==> src/rtl/decode_issue_stage.sv <==
// Decode/issue stage: register file, per-register pending-write scoreboard and a registered EX slot.
// Optional DECODE_WB_BYPASS_EN forwards same-cycle writeback data into the decoded operands.
module decode_issue_stage #(
    parameter int XLEN  = 32,
    parameter int NREGS = 32,
    parameter int CNT_W = 2,
    localparam int AW   = $clog2(NREGS)
) (
    input  logic             clk_i,
    input  logic             rst_i,
    input  logic             if_valid_i,
    input  logic [31:0]      if_instr_i,
    input  logic [XLEN-1:0]  if_pc4_i,
    output logic             id_ready_o,
    input  logic             ctl_uses_rs_i,
    input  logic             ctl_uses_rt_i,
    input  logic             ctl_regwrite_i,
    input  logic [AW-1:0]    ctl_dest_i,
    input  logic             flush_i,
    input  logic             wb_we_i,
    input  logic [AW-1:0]    wb_addr_i,
    input  logic [XLEN-1:0]  wb_data_i,
    input  logic             sb_release_i,
    input  logic [AW-1:0]    sb_release_addr_i,
    output logic             ex_valid_o,
    input  logic             ex_ready_i,
    output logic [XLEN-1:0]  ex_rs_val_o,
    output logic [XLEN-1:0]  ex_rt_val_o,
    output logic [XLEN-1:0]  ex_imm_o,
    output logic [XLEN-1:0]  ex_br_target_o,
    output logic [AW-1:0]    ex_dest_o,
    output logic             ex_regwrite_o,
    output logic [XLEN-1:0]  ex_pc4_o,
    output logic             sb_err_o
);

    localparam logic [CNT_W:0] CMAX = {1'b0, {CNT_W{1'b1}}};

    logic [XLEN-1:0]  regs_q [NREGS];
    logic [CNT_W-1:0] cnt_q  [NREGS];
    logic [CNT_W-1:0] cnt_d  [NREGS];
    logic             sb_err_q, sb_err_d;

    logic             ex_valid_q, ex_valid_d;
    logic [XLEN-1:0]  ex_rs_val_q, ex_rt_val_q, ex_imm_q, ex_br_target_q, ex_pc4_q;
    logic [AW-1:0]    ex_dest_q;
    logic             ex_regwrite_q;

    logic [AW-1:0]    rs_a, rt_a;
    logic             ex_pend_wr;
    logic             rs_busy, rt_busy;
    logic             raw_hazard, sat, slot_blocked, transfer;
    logic [CNT_W:0]   sat_sum;
    logic [XLEN-1:0]  rs_val, rt_val, imm_sext;
    logic             inc_en, wb_dec, rel_dec;

    assign rs_a       = AW'(if_instr_i[25:21]);
    assign rt_a       = AW'(if_instr_i[20:16]);
    // The slot's write is not yet counted in cnt_q, so it is checked separately.
    assign ex_pend_wr = ex_valid_q & ex_regwrite_q;

    always_comb begin
        rs_busy = (cnt_q[rs_a] != '0);
        rt_busy = (cnt_q[rt_a] != '0);
`ifdef DECODE_WB_BYPASS_EN
        if (wb_we_i && wb_addr_i == rs_a && cnt_q[rs_a] == CNT_W'(1)) rs_busy = 1'b0;
        if (wb_we_i && wb_addr_i == rt_a && cnt_q[rt_a] == CNT_W'(1)) rt_busy = 1'b0;
`endif
    end

    assign raw_hazard =
        (ctl_uses_rs_i && rs_a != '0 && (rs_busy || (ex_pend_wr && ex_dest_q == rs_a))) ||
        (ctl_uses_rt_i && rt_a != '0 && (rt_busy || (ex_pend_wr && ex_dest_q == rt_a)));

    assign sat_sum = {1'b0, cnt_q[ctl_dest_i]}
                   + (CNT_W+1)'(ex_pend_wr && ex_dest_q == ctl_dest_i);
    assign sat     = ctl_regwrite_i && (sat_sum >= CMAX);

    // Handshake: EX takes the slot on a cycle where ex_valid_o & ex_ready_i;
    // fetch hands over on if_valid_i & id_ready_o & !flush_i.
    assign slot_blocked = ex_valid_q & ~ex_ready_i;
    assign id_ready_o   = ~(slot_blocked | raw_hazard | sat);
    assign transfer     = if_valid_i & id_ready_o & ~flush_i;

    always_comb begin
        rs_val = regs_q[rs_a];
        rt_val = regs_q[rt_a];
`ifdef DECODE_WB_BYPASS_EN
        if (wb_we_i && wb_addr_i == rs_a && rs_a != '0) rs_val = wb_data_i;
        if (wb_we_i && wb_addr_i == rt_a && rt_a != '0) rt_val = wb_data_i;
`endif
    end

    assign imm_sext = {{(XLEN-16){if_instr_i[15]}}, if_instr_i[15:0]};

    // A flushed slot never reaches EX, so it is never counted.
    assign inc_en  = ex_valid_q & ex_ready_i & ex_regwrite_q & ~flush_i & (ex_dest_q != '0);
    assign wb_dec  = wb_we_i & (wb_addr_i != '0);
    assign rel_dec = sb_release_i & (sb_release_addr_i != '0);

    always_comb begin
        sb_err_d = sb_err_q;
        for (int r = 0; r < NREGS; r++) begin
            logic [CNT_W:0] avail;
            logic [1:0]     ndec;
            avail = {1'b0, cnt_q[r]} + (CNT_W+1)'(inc_en && ex_dest_q == AW'(r));
            ndec  = 2'(wb_dec && wb_addr_i == AW'(r)) + 2'(rel_dec && sb_release_addr_i == AW'(r));
            if ((CNT_W+1)'(ndec) > avail) begin
                cnt_d[r] = '0;
                sb_err_d = 1'b1;
            end else begin
                cnt_d[r] = CNT_W'(avail - (CNT_W+1)'(ndec));
            end
        end
    end

    always_comb begin
        ex_valid_d = ex_valid_q;
        if (flush_i)         ex_valid_d = 1'b0;
        else if (transfer)   ex_valid_d = 1'b1;
        else if (ex_ready_i) ex_valid_d = 1'b0;
    end

    always_ff @(posedge clk_i or posedge rst_i) begin
        if (rst_i) begin
            for (int r = 0; r < NREGS; r++) begin
                regs_q[r] <= '0;
                cnt_q[r]  <= '0;
            end
            sb_err_q <= 1'b0;
        end else begin
            if (wb_we_i && wb_addr_i != '0) regs_q[wb_addr_i] <= wb_data_i;
            for (int r = 0; r < NREGS; r++) cnt_q[r] <= cnt_d[r];
            sb_err_q <= sb_err_d;
        end
    end

    always_ff @(posedge clk_i or posedge rst_i) begin
        if (rst_i) begin
            ex_valid_q     <= 1'b0;
            ex_rs_val_q    <= '0;
            ex_rt_val_q    <= '0;
            ex_imm_q       <= '0;
            ex_br_target_q <= '0;
            ex_dest_q      <= '0;
            ex_regwrite_q  <= 1'b0;
            ex_pc4_q       <= '0;
        end else begin
            ex_valid_q <= ex_valid_d;
            if (transfer) begin
                ex_rs_val_q    <= rs_val;
                ex_rt_val_q    <= rt_val;
                ex_imm_q       <= imm_sext;
                ex_br_target_q <= if_pc4_i + (imm_sext << 2);
                ex_dest_q      <= ctl_dest_i;
                ex_regwrite_q  <= ctl_regwrite_i;
                ex_pc4_q       <= if_pc4_i;
            end
        end
    end

    assign ex_valid_o     = ex_valid_q;
    assign ex_rs_val_o    = ex_rs_val_q;
    assign ex_rt_val_o    = ex_rt_val_q;
    assign ex_imm_o       = ex_imm_q;
    assign ex_br_target_o = ex_br_target_q;
    assign ex_dest_o      = ex_dest_q;
    assign ex_regwrite_o  = ex_regwrite_q;
    assign ex_pc4_o       = ex_pc4_q;
    assign sb_err_o       = sb_err_q;

endmodule

==> config.mk <==
export PLATFORM = sky130hd
export DESIGN_NAME = decode_issue_stage
export DESIGN_NICKNAME = d
export VERILOG_FILES = /design/src/rtl/decode_issue_stage.sv
export SDC_FILE = /design/constraint.sdc
export NUM_CORES = 2
export LEC_CHECK = 0
export CORE_MARGIN = 1
export CORE_UTILIZATION = 40
export CTS_BUF_LIST = sky130_fd_sc_hd__clkbuf_8
export DETAILED_ROUTE_END_ITERATION = 10
export DONT_BUFFER_PORTS = 1
export HOLD_SLACK_MARGIN = 0.05
export PLACE_DENSITY = 0.62
export RECOVER_POWER = 25
export SYNTH_ARGS = -nofsm -noshare
export SYNTH_HDL_FRONTEND = slang
export SYNTH_SLANG_ARGS = --single-unit
==> constraint.sdc <==
create_clock -name clk_i -period 56.9 [get_ports clk_i]
set_input_delay 11.38 -clock clk_i [delete_from_list [all_inputs] [get_ports clk_i]]
set_output_delay 11.38 -clock clk_i [all_outputs]
set_load 0.03 [all_outputs]
== Word level (Yosys, flattened, before mapping) ==
Cells that the tools add are included.

* Equality and inequality tests: 96
* Magnitude comparators: 38
* Bitwise gates (word level): 19
* Add/sub/neg operators: 98
* Reduce and logical (&&, ||, !) cells: 121
* Mux-type cells: 85

{| class="wikitable"
|+ Operator list
! operator !! count
|-
| bitwise mux 1024 bit || 1
|-
| binary-select mux 32 bit (select 5 bit) || 2
|-
| equality test 5 bit, second input constant || 48
|-
| demux 32 bit (select 5 bit) || 1
|-
| two-way mux 32 bit || 5
|-
| equality test 5 x 4 -> 1 bit, second input constant || 24
|-
| logical AND 1 bit || 106
|-
| adder 2 x 1 -> 3 bit || 33
|-
| > comparator 2 x 3 -> 1 bit || 32
|-
| two-way mux 2 bit || 38
|-
| adder 1 x 1 -> 2 bit || 32
|-
| subtractor 2 bit || 32
|-
| equality test 5 x 3 -> 1 bit, second input constant || 12
|-
| two-way mux 1 bit || 35
|-
| adder 32 bit || 1
|-
| nonzero test 32 bit || 1
|-
| binary-select mux 2 bit (select 5 bit) || 3
|-
| equality test 5 x 2 -> 1 bit, second input constant || 6
|-
| nonzero test 5 bit || 5
|-
| >= comparator 6 bit, second input constant || 4
|-
| NOT 5 -> 6 bit || 4
|-
| equality test 5 x 1 -> 1 bit, second input constant || 3
|-
| equality test 5 bit || 3
|-
| zero test 5 bit || 3
|-
| 8 further kinds || 23
|}

* Flip-flop bits (word level): 1240
* Output and inout bits: 169
* Input bits: 121
* Word-level logic and storage cells: 530

== Logic depth before layout (Yosys ltp) ==
* Depth in word-level cells: 39
* Mapped depth: 18
* Depth with buffers taken out: 15

== Worst setup path before layout ==
OpenSTA, ideal clock, no wires.

* Kind: input to output
* From: in ctl_dest_i[0]
* To: out id_ready_o
* Data arrival time: 15.436 ns
* Path buffers: 2
* Slack: 30.084 ns
* Required time: 45.520 ns
* Stages: 13
* Cell sequence: clkbuf_1 -> buf_1 -> mux4_2 -> mux4_2 -> mux2_2 -> ha_1 -> ha_1 -> a21oi_1 -> o21ai_0 -> a311o_1 -> nor4_1 -> a22oi_1 -> nor2_1

* Word-level cells in the longest chain between the ends: 9
* Elaborated cells between the ends (all ways): 11
* Classes of those cells: add/sub (1); order compare (1); eq/ne (1); mux (3); bitwise (3); reduce/logical (2)

{| class="wikitable"
|+ RTL lines
! item !! line !! RTL
|-
| from (decl) || 18 || <nowiki>input logic [AW-1:0] ctl_dest_i,</nowiki>
|-
| NOT 5 -> 6 bit (not written as such) || 75 || <nowiki>assign sat_sum = {1'b0, cnt_q[ctl_dest_i]}</nowiki>
|-
| binary-select mux 2 bit (select 5 bit) || 75 ||
|-
| two-way mux 2 bit (not written as such) (2 in a row) || 75 ||
|-
| adder 2 x 1 -> 3 bit (*) || 76 || <nowiki>+ (CNT_W+1)'(ex_pend_wr && ex_dest_q == ctl_dest_i);</nowiki>
|-
| >= comparator 3 x 2 -> 1 bit (*) || 77 || <nowiki>assign sat = ctl_regwrite_i && (sat_sum >= CMAX);</nowiki>
|-
| logical AND 1 bit (*) || 77 ||
|-
| OR 1 bit (*) || 82 || <nowiki>assign id_ready_o = ~(slot_blocked | raw_hazard | sat);</nowiki>
|-
| NOT 1 bit (*) || 82 ||
|-
| to (decl) || 14 || <nowiki>output logic id_ready_o,</nowiki>
|}

Mark *: on every way between the ends. The rest lies on a longest branch, timed or not. The select of a mux whose other input is x is not followed.

== Worst setup path in the final report ==
Same ends and word-level chain as after synthesis.

==> results.json <==
{
  "status": "finished with violations",
  "violations": "capacitance limit, slew limit",
  "fp.coreArea_um2": 170000,
  "pre_cts_ws_ps": 30830,
  "wl_um": 217000,
  "required_ps": 45520,
  "reg2reg_slack_ps": 51000,
  "boundaryPins": 290,
  "grt_pass1_vias": 48000,
  "postCtsSetupBuffers": 0,
  "finalClockSkew_ps": 53.4,
  "p_total_w": 0.00275,
  "overflow": 0,
  "critical_path_class": "input pin to output pin",
  "r2r_start": "cnt_q[4]",
  "synth_warnings": 0,
  "max_slew.worst_pin.slew_ps": 5870,
  "hold_start": "regs_q[1004]",
  "tritoncts": "built",
  "clockBufferDepth": 3,
  "wl_per_cell_um": 27.6,
  "drv_slew": 828,
  "grt_pass1_wl_um": 323000,
  "ant_nets": 0,
  "min_path_type": "register to register",
  "dp.final_hpwl_um": 122000,
  "setup_slack_ps": 30770,
  "cp-start-kind": "input pin",
  "cts.sinks": 1238,
  "die-area_um2": 173000,
  "synth_enable_flop_cells": 0,
  "p_leak_nw": 33.8,
  "nets": 5848,
  "die_h_um": 416,
  "timing.slew.headroom_pct": -293,
  "grt_setup_unrepaired": "false",
  "timing.final.crit_share_pct": 45.9,
  "rows": 151,
  "grt_antenna_before_repair": 5,
  "synthArstFlopShare_pct": 100,
  "drc": 0,
  "worstRegToRegCells": 15,
  "final_util_pct": 43.7,
  "syn_area_um2": 68600,
  "maxCapViolCount": 19,
  "yosysTopAreaCell": "dfrtp_1",
  "max_freq_ghz": 0.0383,
  "synth_common_cells": "1565 x nand2_1, 1238 x dfrtp_1, 675 x mux4_2",
  "finalHoldViolations": 0,
  "cts_buffers": 204,
  "fp.dieW_um": 416,
  "post-synth-top-count-cell": "nand2_1",
  "cts.repair.resized": 0,
  "drive_above_1_share_pct": 29.6,
  "ir_worst_vdd_v": 0.0000237,
  "initial_core_util_pct": 40.4,
  "routed_via_density": 6.01,
  "rr_endpoint": "ex_rt_val_o[31]",
  "synth_flop_cell": "dfrtp_1",
  "avgSynthCellArea_um2": 12.0,
  "worstSkewPairLatency_ps": 950,
  "finalSetupViolations": 0,
  "arrival_ps": 14750,
  "htreeDepth": 4,
  "area_delta_synth_final_pct": 8.14,
  "whs_path_depth": 0,
  "dr.first_iter.drc_count": 5714,
  "netlist_instances": 5715,
  "cts.clk_slew.worst_paths_ps": 60,
  "period_minus_slack_ps": 26130,
  "grt_max_degree": 270,
  "portBuffers": 0,
  "ys_seq_area_share_pct": 45.2,
  "hold_path_end": "regs_q[1004]",
  "yosysTopAreaCellShare_pct": 45.2,
  "ctsHoldBuffers": 0,
  "place.gp.congestion": 0.865,
  "setup.worst_path.end_class": "output pin",
  "yosys-top-cells-area": "dfrtp_1 45%, mux4_2 22%, mux2_2 9.5%",
  "grt_use_total_pct": 25.1,
  "synth.distinct_cells": 59,
  "p_per_area_nw_per_um2": 37.1,
  "cts-root-buf": "clkbuf_8",
  "num_vias": 47400,
  "first_pass_iters": 6,
  "crit_fanout": 18,
  "tns_ps": 0,
  "ys_ff_latch": 1238
}
-- worst max-delay path by stage --
stage                   from          to  slack (ps)  cells after the start
3_3_place_gp   ctl_dest_i[0]  id_ready_o       30760                     11
4_1_cts        ctl_dest_i[0]  id_ready_o       30810                     11
5_1_grt        ctl_dest_i[0]  id_ready_o       30650                     11
6_report       ctl_dest_i[0]  id_ready_o       30770                     11
2_1_floorplan          rst_i    cnt_q[0]       10640                      1
3_5_place_dp   ctl_dest_i[0]  id_ready_o       30830                     11
-- critical path: stages --
cell	delay, ps
mux4_2	480
mux4_2	500
mux2_2	280
ha_1	180
ha_1	280
a21oi_1	170
o21ai_0	140
a311o_1	340
nor4_1	280
a22oi_1	190
nor2_1	530
-- logic make-up (layout without fill, tap and decap cells) --
| group | count (synthesis) | count (layout) | synth area share (%) |
|---|---|---|---|
| fa+ha+maj | 224 | 224 | 4.10 |
| xor+xnor | 65 | 65 | 0.830 |
| compound gates | 266 | 266 | 2.39 |
| other cells | 1 | 8 | 0.00547 |
| mux | 1300 | 1300 | 32.4 |
| simple gates | 1961 | 1961 | 11.1 |
| buf+inv | 660 | 607 | 3.93 |
| flops | 1238 | 1238 | 45.2 |
-- stage by stage --
step	instance area, um^2	instances	hold slack (ps)
after floorplan	68600	5717	441
after global placement	70000	7515	376
after detailed placement	70000	7515	382
after CTS	74300	7882	398
after global routing	74200	7886	406
final	74200	7887	394
-- sequential cells by signal, summed over array words and instances (netlist names) --
signal and cells:
regs_q 1024, cnt_q 64, ex_br_target_o 32, ex_rs_val_o 32, ex_rt_val_o 32, ex_pc4_o 30
ex_imm_o 16, ex_dest_o 5, ex_regwrite_o 1, ex_valid_o 1, sb_err_o 1
-- layer usage --
| metal | vias to the layer above | routed length, um | GRT usage, % |
|---|---|---|---|
| met4 | 4 | 7380 | 8.53 |
| met2 | 2383 | 103000 | 39.8 |
| met5 | - | 34 | 0 |
| met1 | 24800 | 85700 | 33.8 |
| li1 | 19800 | - | - |
| met3 | 465 | 21700 | 6.08 |
-- power breakdown --
part / internal, W / switching (W)
clock network: 0.000432 / 0.000390
logic: 0.000337 / 0.000243
registers: 0.00108 / 0.000275
total: 0.00185 / 0.000908
-- placed cells by master (no fill, tap or decap), types with 25 or more instances in the layout --
master    synthesis  layout
mux4_2          675     675
inv_1           159     208
a31oi_1          35      35
a211oi_1         36      36
buf_4            19      64
clkinv_2          0      25
ha_1            223     223
mux2_2          580     580
nor2_1          280     274
nand2_1        1565    1561
clkbuf_8          0     262
a21oi_1         115     115
xor2_1           41      41
mux2i_1          35      35
dfrtp_1        1238    1237
-- layout make-up --
cell class	count	area, um^2
diodes	5	12.5
clock buffers	262	3610
clock inverters	105	636
fillers	15600	95700
inverters	159	603
multi-input cells	3819	35000
flip-flops and latches	1238	31000
well taps	2218	2780
repair buffers	81	561
Note: power is estimated with default switching activity, not from simulation.
